File: src/rtl/vga_pattern_gen.sv
// Test-pattern colour stage for a 640x480 VGA timing chain: 2-cycle pipeline to RGB/hs/vs.
// Define VGA_PATTERN_BORDER_EN to add a 1-pixel white frame around the active area.
module vga_pattern_gen #(
   parameter int unsigned AUTO_FRAMES = 120,
   parameter int unsigned BOX_SIZE    = 32,
   parameter int unsigned BOX_STEP    = 2,
   parameter int unsigned CHK_SHIFT   = 5
) (
   input  logic       clk_i,
   input  logic       rst_n_i,
   input  logic       pix_en_i,
   input  logic [9:0] hcount_i,
   input  logic [9:0] vcount_i,
   input  logic       blank_i,
   input  logic       hsync_i,
   input  logic       vsync_i,
   input  logic       mode_next_i,
   output logic       hs_o,
   output logic       vs_o,
   output logic [3:0] red_o,
   output logic [3:0] green_o,
   output logic [3:0] blue_o,
   output logic [1:0] mode_o
);

   localparam logic [9:0] X_LIM   = 10'(640 - BOX_SIZE);
   localparam logic [9:0] Y_LIM   = 10'(480 - BOX_SIZE);
   localparam logic [9:0] STEP    = 10'(BOX_STEP);
   localparam logic [9:0] SIZE    = 10'(BOX_SIZE);
   localparam bit         AUTO_EN = (AUTO_FRAMES != 0);
   localparam logic [7:0] AUTO_TC = AUTO_EN ? 8'(AUTO_FRAMES - 1) : 8'd0;

   // The pipeline advances every clock, so the pixel strobe carries no information here.
   logic unused_pix_en;
   assign unused_pix_en = pix_en_i;

   logic [9:0]  h1_q, h1_d, v1_q, v1_d;
   logic        bl1_q, bl1_d, hs1_q, hs1_d, vs1_q, vs1_d;
   logic [1:0]  mode1_q, mode1_d;
   logic [11:0] rgb_q, rgb_d;
   logic        hs2_q, hs2_d, vs2_q, vs2_d;
   logic [1:0]  mode_q, mode_d;
   logic        pend_q, pend_d;
   logic [7:0]  fc_q, fc_d;
   logic [9:0]  bx_q, bx_d, by_q, by_d;
   logic        dx_q, dx_d, dy_q, dy_d;

   logic        frame_evt;
   logic [7:0]  fc_base;
   logic        in_box;

   assign frame_evt = vs1_q & ~vsync_i;

   always_ff @(posedge clk_i or negedge rst_n_i) begin
      if (!rst_n_i) begin
         h1_q    <= '0;
         v1_q    <= '0;
         bl1_q   <= 1'b1;
         hs1_q   <= 1'b1;
         vs1_q   <= 1'b1;
         mode1_q <= '0;
         rgb_q   <= '0;
         hs2_q   <= 1'b1;
         vs2_q   <= 1'b1;
         mode_q  <= '0;
         pend_q  <= 1'b0;
         fc_q    <= '0;
         bx_q    <= '0;
         by_q    <= '0;
         dx_q    <= 1'b1;
         dy_q    <= 1'b1;
      end else begin
         h1_q    <= h1_d;
         v1_q    <= v1_d;
         bl1_q   <= bl1_d;
         hs1_q   <= hs1_d;
         vs1_q   <= vs1_d;
         mode1_q <= mode1_d;
         rgb_q   <= rgb_d;
         hs2_q   <= hs2_d;
         vs2_q   <= vs2_d;
         mode_q  <= mode_d;
         pend_q  <= pend_d;
         fc_q    <= fc_d;
         bx_q    <= bx_d;
         by_q    <= by_d;
         dx_q    <= dx_d;
         dy_q    <= dy_d;
      end
   end

   always_comb begin
      h1_d    = hcount_i;
      v1_d    = vcount_i;
      bl1_d   = blank_i;
      hs1_d   = hsync_i;
      vs1_d   = vsync_i;
      mode1_d = mode_q;
      hs2_d   = hs1_q;
      vs2_d   = vs1_q;
   end

   always_comb begin
      mode_d  = mode_q;
      pend_d  = pend_q | mode_next_i;
      fc_d    = fc_q;
      bx_d    = bx_q;
      by_d    = by_q;
      dx_d    = dx_q;
      dy_d    = dy_q;
      fc_base = pend_q ? 8'd0 : fc_q + 8'd1;
      if (frame_evt) begin
         if (pend_q) begin
            mode_d = mode_q + 2'd1;
            pend_d = mode_next_i;
         end
         fc_d = fc_base;
         // Terminal count is one early: the advance itself consumes a frame event,
         // so each pattern is still shown for AUTO_FRAMES frames.
         if (AUTO_EN && (fc_base >= AUTO_TC)) begin
            fc_d   = 8'd0;
            pend_d = 1'b1;
         end
         if (mode_q == 2'd3) begin
            if (dx_q) begin
               bx_d = bx_q + STEP;
               if (bx_q + STEP >= X_LIM) begin
                  bx_d = X_LIM;
                  dx_d = 1'b0;
               end
            end else if (bx_q <= STEP) begin
               bx_d = 10'd0;
               dx_d = 1'b1;
            end else begin
               bx_d = bx_q - STEP;
            end
            if (dy_q) begin
               by_d = by_q + STEP;
               if (by_q + STEP >= Y_LIM) begin
                  by_d = Y_LIM;
                  dy_d = 1'b0;
               end
            end else if (by_q <= STEP) begin
               by_d = 10'd0;
               dy_d = 1'b1;
            end else begin
               by_d = by_q - STEP;
            end
         end
      end
   end

   assign in_box = (h1_q >= bx_q) && (h1_q < bx_q + SIZE) &&
                   (v1_q >= by_q) && (v1_q < by_q + SIZE);

   always_comb begin
      rgb_d = 12'h000;
      case (mode1_q)
         2'd0: begin
            if      (h1_q < 10'd80)  rgb_d = 12'hFFF;
            else if (h1_q < 10'd160) rgb_d = 12'hFF0;
            else if (h1_q < 10'd240) rgb_d = 12'h0FF;
            else if (h1_q < 10'd320) rgb_d = 12'h0F0;
            else if (h1_q < 10'd400) rgb_d = 12'hF0F;
            else if (h1_q < 10'd480) rgb_d = 12'hF00;
            else if (h1_q < 10'd560) rgb_d = 12'h00F;
            else                     rgb_d = 12'h000;
         end
         2'd1:    rgb_d = (h1_q[CHK_SHIFT] ^ v1_q[CHK_SHIFT]) ? 12'hFFF : 12'h000;
         2'd2:    rgb_d = {h1_q[9:6], v1_q[8:5], fc_q[5:2]};
         default: rgb_d = in_box ? 12'hFFF : 12'h008;
      endcase
`ifdef VGA_PATTERN_BORDER_EN
      if ((h1_q == 10'd0) || (h1_q == 10'd639) || (v1_q == 10'd0) || (v1_q == 10'd479))
         rgb_d = 12'hFFF;
`endif
      if (bl1_q) rgb_d = 12'h000;
   end

   assign red_o   = rgb_q[11:8];
   assign green_o = rgb_q[7:4];
   assign blue_o  = rgb_q[3:0];
   assign hs_o    = hs2_q;
   assign vs_o    = vs2_q;
   assign mode_o  = mode_q;

endmodule

File: config.mk
export PLATFORM = sky130hd
export DESIGN_NAME = vga_pattern_gen
export DESIGN_NICKNAME = d
export VERILOG_FILES = /design/src/rtl/vga_pattern_gen.sv
export SDC_FILE = /design/constraint.sdc
export NUM_CORES = 1
export LEC_CHECK = 0
export CORE_ASPECT_RATIO = 1.25
export CORE_MARGIN = 3
export CORE_UTILIZATION = 58
export DETAILED_ROUTE_END_ITERATION = 7
export PLACE_DENSITY = 0.81
export SYNTH_ARGS = -nofsm -noshare
export SYNTH_HDL_FRONTEND = slang
export SYNTH_SLANG_ARGS = --single-unit
File: constraint.sdc
create_clock -name clk_i -period 3.2 [get_ports clk_i]
set_input_delay 0.32 -clock clk_i [delete_from_list [all_inputs] [get_ports clk_i]]
set_output_delay 0.32 -clock clk_i [all_outputs]
set_load 0.01 [all_outputs]
; ---- Yosys cells after proc, flatten, opt, wreduce, memory -nomap -nowiden
; Cells that the tools add are included.
[totals]
wordCells = 81
latchBits = 0
regBits = 72
output_inout_bits = 16
romBits = 0
n_memories = 0
mem_bits_rw = 0
[classes]
shift = 0
add_sub_neg = 8
mul = 0
reduce_logical = 6
bitwise_logic = 4
magnitude_cmp = 16
div = 0
eq_ne = 3
mux = 28
[ops]
columns = op, n
row1 = two-way mux 12 bit, 9
row2 = two-way mux 10 bit, 6
row3 = one-hot mux 12 bit (3 select lines), 1
row4 = less-than comparator 10 x 9 -> 1 bit (second input constant), 3
row5 = adder 10 x 2 -> 10 bit (second input constant), 2
row6 = adder 10 x 6 -> 10 bit (second input constant), 2
row7 = >= comparator 10 bit, 2
row8 = <= comparator 10 x 2 -> 1 bit (second input constant), 2
row9 = less-than comparator 10 bit, 2
row10 = less-than comparator 10 x 8 -> 1 bit (second input constant), 2
row11 = subtractor 10 x 2 -> 10 bit (second input constant), 2
row12 = two-way mux 8 bit, 2
row13 = >= comparator 10 bit (second input constant), 1
row14 = >= comparator 10 x 9 -> 1 bit (second input constant), 1
row15 = less-than comparator 10 bit (second input constant), 1
row16 = less-than comparator 10 x 7 -> 1 bit (second input constant), 1
row17 = two-way mux 1 bit, 9
row18 = adder 8 x 1 -> 8 bit (second input constant), 1
row19 = >= comparator 8 x 7 -> 1 bit (second input constant), 1
row20 = equality test 2 bit (second input constant), 2
row21 = two-way mux 4 bit, 1
row22 = AND reduction 2 bit, 2
row23 = logical AND 1 bit, 3
row24 = adder 2 x 1 -> 2 bit (second input constant), 1
row25 = 6 further kinds, 6

; ---- Longest topological paths before layout
; Gate-level depths: netlist of the first run.
[depth]
ltp_word = 10
depth_mapped = 12
ltp_nobuf = 10

; ---- Least setup slack after synthesis of the first run
; OpenSTA, ideal clock, no wires.
[synth_path]
path_kind = reg-to-reg
start = register bx_q[5]
end = register rgb_q[0]
period_less_slack_ns = 2.268
arrival_time_ns = 2.136
path_stages_with_launch = 12
slack_ns = 0.932
required_ns = 3.068
n_path_buf = 1
setup_ns = 0.132
path_cell_list = dfrtp_1 inv_1 ha_1 inv_1 ha_1 nor2b_1 o311ai_0 a31oi_1 nor4_1 a31oi_1 clkbuf_1 nor2_1
[synth_via]
elab_chain_len = 8
word_cells_on_any_way = 9
cone_classes = add/sub (1) / order compare (2) / mux (3) / reduce/logical (3)
[synth_rtl]
columns = element, line_no
row1 = start: declaration, 45  ; logic [9:0] bx_q, bx_d, by_q, by_d;
row2 = start signal: assignment, 68  ; bx_q <= '0;
row3 = start signal: assignment, 85  ; bx_q <= bx_d;
row4 = adder 10 x 6 -> 10 bit, 153  ; assign in_box = (h1_q >= bx_q) && (h1_q < bx_q + SIZE) &&
row5 = less-than comparator 10 bit, 153
row6 = logical AND 1 bit (*) (2 in a row), 153
row7 = logical AND 1 bit (*), 154  ; (v1_q >= by_q) && (v1_q < by_q + SIZE);
row8 = two-way mux 12 bit (*), 171  ; default: rgb_d = in_box ? 12'hFFF : 12'h008;
row9 = one-hot mux 12 bit (3 select lines) (*), 158  ; case (mode1_q)
row10 = two-way mux 12 bit (*), 177  ; if (bl1_q) rgb_d = 12'h000;
row11 = via rgb_d[0], 40  ; logic [11:0] rgb_q, rgb_d;
row12 = end signal: assignment, 79  ; rgb_q <= rgb_d;
row13 = end: declaration, 40
; Mark *: on every way through the listed nets, which the timed path passes. The rest lies on a longest branch.
; A chain may end at the register's enable or synchronous reset.

; ---- Final worst setup path of the first run
; Same ends and word-level chain as after synthesis.

==> results by stage, run 1 <==
Worst setup path:
- The slowest stage of the critical path is the a31oi_1 cell.
- Walking the worst path, the cells encountered are inv_1 -> ha_1 -> inv_1 -> ha_1 -> nor2b_1 -> o311ai_0 -> a31oi_1 -> nor4_1 -> a31oi_1 -> nor2_1.
- The sort of element at the end of the critical path is a flip-flop.
- For the worst flop-to-flop path, the logic depth is 10.
- The startpoint kind of the worst setup timing path is a flip-flop.
- Of all nets on the critical path, the largest fanout is 11.
- The critical path data required time is 3410 ps.
- The kind of critical path is flip-flop to flip-flop.
- The buffer and inverter count on the worst path is 2.
- The arrival time reported for the critical path endpoint is 3090 ps.
- Counting buffers and inverters, the worst setup path is 10 cells deep.
- The cell type group with the largest total delay on the critical path is compound AO/OA/AOI/OAI gates.
- For this run, the slowest stage of the critical path takes 720 ps.

Clock network:
- TritonCTS built the clock tree.
- In this run, post-CTS repair resized a total of 0 instances.
- The total clock buffers created by CTS is 9.
- CTS built an H-tree with a depth of 3.
- In this run, post-CTS hold repair placed 0 buffers.
- The number of post-CTS setup repair buffers is 0.
- At the later pin of the worst-skew pair, clock insertion delay measures 360 ps.
- Counting every sink on the clock net gives 68.
- Clock-pin slew was measured on the worst setup and hold paths at 80 ps.
- In this run the deepest clock path goes through 2 buffers.
- The tree is rooted in a clkbuf_8.

Timing:
- After layout, the minimum clock period comes to 2880 ps.
- The worst slack on hold paths is 141 ps.
- The worst setup skew after layout is 8.74 ps.
- The post-route setup TNS is 0 ps.
- Setup violations remaining at the end of the flow were counted as 0.
- The final number of max-transition violations is 0.
- The share of the cycle needed by the critical path after routing is 0.900.
- The top achievable clock speed is 347 MHz.
- In this run the tightest slew margin relative to its limit is 0.420.
- The pin slew with the least headroom to its limit is 866 ps.
- Setup repair after global routing left no endpoint under its margin.
- The number of hold violations in the final report is 0.

Route:
- The count of routing violations after the opening detailed-route iteration is 204.
- After detailed routing, the number of remaining DRC violations is 0.
- The via density per instance is 6.32.
- The average wire per standard cell is 17.2 µm.
- Before antenna repair, the detailed router went through 5 iterations.
- Wires add up to 10400 µm.
- Once detail routing completed, the nets flagged for antenna violations numbered 0.
- The vias after detailed routing is 3804.

Finish:
- For this run, the share of the core covered by cells in the final layout is 0.699.
- The post-layout instance count excluding filler cells is 602.
- The area growth from synthesis to final layout is 14.1%.
- The final net count is 574.
- In the final layout, the share of cells above drive strength 1 is 0.0703.
- The antenna diode instance count is 0.

GRT:
- Across every metal layer, demand over resource in global routing totals 0.256.
- The number of global-route vias before repair is 3782.
- The first global-routing pass estimated 17700 µm of wire.
- The total overflow reported by the global router is 0.
- The number of antenna violations at the first check in global routing is 0.
- Entering global routing, the biggest net connects 69 pins.

Run status:
- The flow ran to the end, and the final reports show no timing, DRC or antenna violations.

Floorplanning:
- The floorplan step defined a die boundary enclosing 0.00858 mm².
- For this configuration, the core starts out at a cell density of 0.613.
- The total I/O pin count is 43.
- The cell row count is 34.
- The total area inside the core boundary comes to 0.00710 mm².
- The vertical die dimension is 103 µm.
- The horizontal extent of the die is 83.5 µm.

Synth:
- Counting flops with an async set or reset pin after synthesis yields a share of 1.00.
- The count of state elements after synthesis is 68.
- The warning count from the yosys run is 0.
- The synthesized area is 0.00435 mm².
- The top cell type's share of synthesized area is 0.351.
- dfrtp_1 takes more of the synthesized area than any other cell.
- The net count after synthesis is 544.
- The commonest cells after synthesis are dfrtp_1, ha_1, nand2_1.
- Synthesis produced a netlist whose cell count is 477.
- After synthesis, the netlist uses 66 different library cells.
- In the post-synthesis netlist, the biggest area contributors are dfrtp_1, ha_1, dfstp_2.
- The most used standard cell by instance count after synthesis is dfrtp_1.
- Each instance of the synthesized netlist takes up on average 9.12 µm².
- The synthesized design contains 0 enable-type register cells.
- The share of the Yosys chip area taken by registers is 0.393.
- The primary flip-flop cell chosen by synthesis mapping is dfrtp_1.

Place:
- Routability-driven placement finished with a final weighted congestion of 0.969.
- Summed over all nets, the half-perimeter wirelength after detailed placement is 7410 µm.
- The number of port buffers is 39.
- The total placed cells including tap cells is 586.

Pwr:
- Of the total power, combinational logic draws 0.406.
- The part of the total power dissipated in the clock network is 0.212.
- Of the total power, the share spent switching nets is 0.411.
- The part of the total power dissipated in sequential elements is 0.382.
- The analysis attributes to cell leakage a power of 2.05 nW.
- The net load switching power is 0.00146 W.
- The design draws 0.00356 W.
- VDD sags by at most 0.399 mV.
- Dividing total power by cell area gives a power density of 717 mW/mm².
- Internal power comes to 0.00210 W.

Job:
- The count of max-cap constraint violations is 0.

Min path:
- The class of the tightest hold or removal check is primary input to asynchronous set/reset pin.
==> cell type report <==
type | instances | area [µm²]
Clock buffer | 10 | 138
Clock inverter | 6 | 72.6
Fill cell | 560 | 2140
Inverter | 30 | 113
Multi-Input combinational cell | 356 | 2410
Sequential cell | 68 | 1710
Tap cell | 90 | 113
Timing Repair Buffer | 42 | 408
==> cells in the final DEF, fill, tap and decap left out, types with 4 or more instances in the layout <==
cell type / instances
a21boi_0: 4
a21o_1: 4
a21oi_1: 31
a311oi_1: 5
a31oi_1: 16
clkbuf_8: 10
clkdlybuf4s50_1: 38
dfrtp_1: 61
dfstp_2: 7
ha_1: 40
inv_1: 30
nand2_1: 40
nand3_1: 18
nand4_1: 8
nor2_1: 24
nor2b_1: 4
nor3_1: 20
nor4_1: 6
o211ai_1: 7
o21a_1: 4
o21ai_0: 27
o21ai_1: 5
o22ai_1: 6
or3_1: 4
xnor2_1: 12
xor2_1: 5
==> final timing paths <==
| path | from | endpoint | slack (ps) |
|---|---|---|---|
| worst min register to register | hs1_q | hs_o | 370 |
| worst max-delay path | bx_q[5] | rgb_q[0] | 320 |
| worst min-delay path | rst_n_i | h1_q[5] | 140 |
| worst max register to register | bx_q[5] | rgb_q[0] | 320 |
| min in group clk_i | hsync_i | hs1_q | 360 |
| max in group asynchronous | rst_n_i | by_q[3] | 2520 |
==> per-layer routing <==
layer	routed length (µm)	share of wire	vias to the layer above	global-route usage
met5	0	0	-	0
met4	262	0.025	0	0.137
met3	493	0.048	22	0.0416
met2	5370	0.52	121	0.446
met1	4230	0.41	1835	0.307
li1	-	-	1826	-
==> stage by stage <==
stage | area (µm²) | worst slack (ps)
after global placement | 4760 | 393
after detailed placement | 4760 | 321
after global routing | 4970 | 35.7
final | 4970 | 319
after CTS | 4970 | 307
after floorplan | 4350 | 932
==> power by group through the flow <==
stage	Combinational, W	Sequential, W	Clock (W)
final	0.00145	0.00136	0.000755
after global routing	0.00163	0.00140	0.000815
after CTS	0.00144	0.00135	0.000770
after detailed placement	0.00143	0.00137	0
after global placement	0.00137	0.00136	0
after floorplan	0.00108	0.00124	0
==> flip-flops by register name, indices dropped and copies added, names as in the netlist <==
name and flops:
dx_q 1, rgb_q 12, fc_q 8, by_q 9, vs_o 1, dy_q 1
pend_q 1, vs1_q 1, h1_q 9, mode1_q 2, mode_o 2, hs1_q 1
bx_q 9, v1_q 9, bl1_q 1, hs_o 1
==> kinds of logic after synthesis <==
group / synth area share
AOI/OAI and AO/OA: 0.224
buffers and inverters: 0.0523
adders and majority gates: 0.117
DFF: 0.393
xor gates and xnor gates: 0.0342
and+or+nand+nor: 0.172
muxes: 0.00748
Note: power is estimated with default switching activity, not from simulation.
==> inputs of run 2 (changes only) <==
--- a/config.mk
+++ b/config.mk
@@ -5,11 +5,13 @@
 export SDC_FILE = /design/constraint.sdc
 export NUM_CORES = 1
 export LEC_CHECK = 0
+export CELL_PAD_IN_SITES_DETAIL_PLACEMENT = 1
+export CELL_PAD_IN_SITES_GLOBAL_PLACEMENT = 1
 export CORE_ASPECT_RATIO = 1.25
 export CORE_MARGIN = 3
-export CORE_UTILIZATION = 58
+export CORE_UTILIZATION = 44
 export DETAILED_ROUTE_END_ITERATION = 7
-export PLACE_DENSITY = 0.81
+export PLACE_DENSITY_LB_ADDON = 0.1
 export SYNTH_ARGS = -nofsm -noshare
 export SYNTH_HDL_FRONTEND = slang
 export SYNTH_SLANG_ARGS = --single-unit
==> results by stage, run 2 (synthesized netlist as in run 1, its figures left out) <==
Min path:
- The tightest min-delay check is of the flip-flop to flip-flop type.
- Along the worst hold path, the cell count comes to 0.
- The startpoint identified for the worst hold timing path is hs1_q.
- The sink of the worst hold path is hs_o.

Job:
- The count of max-cap constraint violations is 0.

Worst setup path:
- At the worst endpoint, the arrival time is 3030 ps.
- In this design, the stage delay of the slowest critical-path cell is 500 ps.
- The slowest stage of the critical path is the dfrtp_1 cell.
- The endpoint of the lowest-slack register-to-register path is rgb_q[11].
- The worst setup path is of the flip-flop to flip-flop kind.
- Of all nets on the critical path, the largest fanout is 11.
- STA puts the critical path data required time at 3450 ps.
- The number of cells on the worst reg-to-reg path is 9.
- Among the stages of the critical path, the cell type that occurs most often is ha_1.
- The source of the worst register-to-register timing path is bx_q[6].
- Across all register-to-register paths, the minimum setup slack is 420 ps.
- Together, buffers and inverters on the worst path number 0.
- STA classifies the critical path startpoint as a flip-flop.
- Traced cell by cell, the critical path runs through ha_1 -> nand3_1 -> xnor2_1 -> ha_1 -> a22oi_1 -> o211ai_1 -> nor4_1 -> a31oi_2 -> a21oi_1.
- The cell type group with the largest total delay on the critical path is compound AO/OA/AOI/OAI gates.
- The sort of element at the end of the critical path is a flip-flop.

Timing:
- The worst setup skew after layout is 7.76 ps.
- Setup violations remaining at the end of the flow were counted as 0.
- Static timing analysis puts the maximum clock frequency at 360 MHz.
- In this run the tightest slew margin relative to its limit is 0.422.
- The pin slew with the least headroom to its limit is 867 ps.
- Subtracting the final worst setup slack from the clock period gives 2780 ps.
- The number of hold violations in the final report was 0.
- The share of the cycle needed by the critical path after routing is 0.868.
- Setup repair after global routing left no endpoint under its margin.
- The post-route worst setup slack is 421 ps.
- In the final timing run, aggregate negative setup slack is 0 ps.
- The final number of max-transition violations is 0.

Pwr:
- The analysis attributes to net switching a power of 0.00153 W.
- Of the total power, registers draw 0.363.
- The power density over cell area is 741 mW/mm².
- The sum of internal, switching and leakage power is 0.00377 W.
- The share of power burned in combinational logic is 0.395.
- For this design the static power due to leakage is 2.09 nW.
- VDD sags by at most 0.376 mV.
- The internal power of the cells totals 0.00224 W.
- The net switching fraction of the power is 0.406.
- The part of the total power dissipated in the clock network is 0.241.

Place:
- The worst slack at placement is 270 ps.
- The placed cell area is 0.00481 mm².
- At the end of routability-driven placement, the weighted congestion stood at 0.824.
- The HPWL after detailed placement is 8570 µm.
- The number of port buffers is 39.

GRT:
- The number of antenna violations at the first check in global routing is 0.
- The total routing usage reported by global routing is 0.233.
- The number of global-route vias before repair is 4191.
- The total overflow reported by the global router is 0.
- The maximum number of pins on one net before global-route repair is 67.
- The first global-routing pass estimated 20200 µm of wire.

Route:
- After detailed routing, the average wire length per cell comes to 18.8 µm.
- In the routed design, unresolved DRC markers number 0.
- The count of routing violations after the opening detailed-route iteration is 148.
- The detail route stage leaves a number of antenna-violating nets equal to 0.
- The vias after detailed routing is 3849.
- The number of optimization iterations in the first detailed-route pass is 5.
- The aggregate routed wire length is 12000 µm.
- The via density per instance is 6.04.

Clock network:
- The later-pin clock latency in the skew report is 340 ps.
- After clock tree synthesis, the clock-pin slew on the worst setup and hold paths is 60 ps.
- The clock passes through at most 2 buffers.
- The number of sinks on the clock net is 68.
- The number of post-CTS setup repair buffers is 0.
- The clock tree synthesis step divided the H-tree into 3 levels.
- The CTS tree is done.
- In this run, CTS created clock tree buffers numbering 9.
- In this run the clock root is driven by a clkbuf_16.

Floorplanning:
- In this run the count of I/O pins placed on the die edge is 43.
- The core region is 0.00937 mm².
- For this configuration, the core starts out at a cell density of 0.464.
- The die is 95.0 µm wide.
- The vertical die dimension is 117 µm.
- The die covers 0.0111 mm².
- The cell row count is 39.

Finish:
- From synthesis to final layout, the design area changed by 17.1%.
- The final net count is 576.
- The finished cells cover 0.00509 mm².
- Of the cells placed in the final design, the portion with a size suffix greater than 1 is 0.0700.
- The antenna diode instance count is 0.
- Leaving out fill and tap cells, the most frequent cell in the layout is dfrtp_1.
- The most flop-heavy register is rgb_q.
- The number of flip-flops under the largest register name is 12.
- Leaving out fill and tap cells, the most frequent cells in the layout are dfrtp_1, nand2_1, ha_1, clkdlybuf4s50_1, a21oi_1.

Run status:
- The flow ran to the end, and the final reports show no timing, DRC or antenna violations.
run 2: changes by cell type in the layout (fill, tap and decap cells not counted), sizes merged:
cell         change
buf              +1
bufinv           -1
clkbuf           +1
clkinv           +1
dlygate4sd3      +1
inv              -1
run 2: area by class of cell:
cell class | count | area, µm²
clock buffers | 11 | 233
clock inverters | 5 | 38.8
fillers | 1062 | 4280
inverters | 30 | 113
multi-input cells | 356 | 2420
flip-flops and latches | 68 | 1710
well taps | 123 | 154
repair buffers | 44 | 425
run 2: stage by stage:
| step | hold WS, ps | util | std cells |
|---|---|---|---|
| 2_1_floorplan | 24.4 | - | 477 |
| 3_3_place_gp | 278 | 0.513 | 620 |
| 3_5_place_dp | 286 | 0.513 | 620 |
| 4_1_cts | 356 | 0.543 | 637 |
| 5_1_grt | 364 | 0.544 | 637 |
| 6_report | 354 | 0.544 | 637 |
run 2: worst register-to-register path, stage by stage, from the launching register on:
cell and delay, ps:
dfrtp_1 500, ha_1 270, nand3_1 130, xnor2_1 270
ha_1 310, a22oi_1 180, o211ai_1 110, nor4_1 370
a31oi_2 320, a21oi_1 220
run 2: timing repair:
| item | 4_1_cts | 5_1_grt |
|---|---|---|
| hold buffers | 1 | 0 |
| setup endpoints to repair | 0 | 9 |
| gates resized for setup | 0 | 1 |
| hold endpoints to repair | 2 | 0 |
run 2: how the worst max path moves through the flow:
stage	start	to	slack [ps]	cells past startpoint
global route	bx_q[6]	rgb_q[11]	130	9
global placement	bx_q[5]	rgb_q[0]	300	10
detailed placement	bx_q[5]	rgb_q[11]	270	10
finish	bx_q[6]	rgb_q[11]	420	9
CTS	bx_q[5]	rgb_q[1]	180	10
floorplan	bx_q[5]	rgb_q[0]	930	11
run 2: power groups by stage:
| stage | clock network, W | logic (W) | registers (W) |
|---|---|---|---|
| after detailed placement | 0 | 0.00147 | 0.00138 |
| after CTS | 0.000940 | 0.00150 | 0.00137 |
| after global placement | 0 | 0.00141 | 0.00137 |
| final | 0.000911 | 0.00149 | 0.00137 |
| after floorplan | 0 | 0.00108 | 0.00124 |
| after global routing | 0.000977 | 0.00168 | 0.00141 |
run 2: routing by layer:
layer	GRT usage	routed length [µm]	up-vias
met5	0	0	-
met4	0.0876	161	0
met3	0.0409	377	10
met2	0.435	6530	65
met1	0.262	4920	1942
li1	-	-	1832
==> inputs of run 3 (changes only) <==
--- a/config.mk
+++ b/config.mk
@@ -11,7 +11,9 @@
 export CORE_MARGIN = 3
 export CORE_UTILIZATION = 44
 export DETAILED_ROUTE_END_ITERATION = 7
+export GPL_TIMING_DRIVEN = 1
 export PLACE_DENSITY_LB_ADDON = 0.1
+export SETUP_SLACK_MARGIN = 0.1
 export SYNTH_ARGS = -nofsm -noshare
 export SYNTH_HDL_FRONTEND = slang
 export SYNTH_SLANG_ARGS = --single-unit
==> results of run 3 <==
The final DEF is identical to that of run 2; final timing and power are the same.
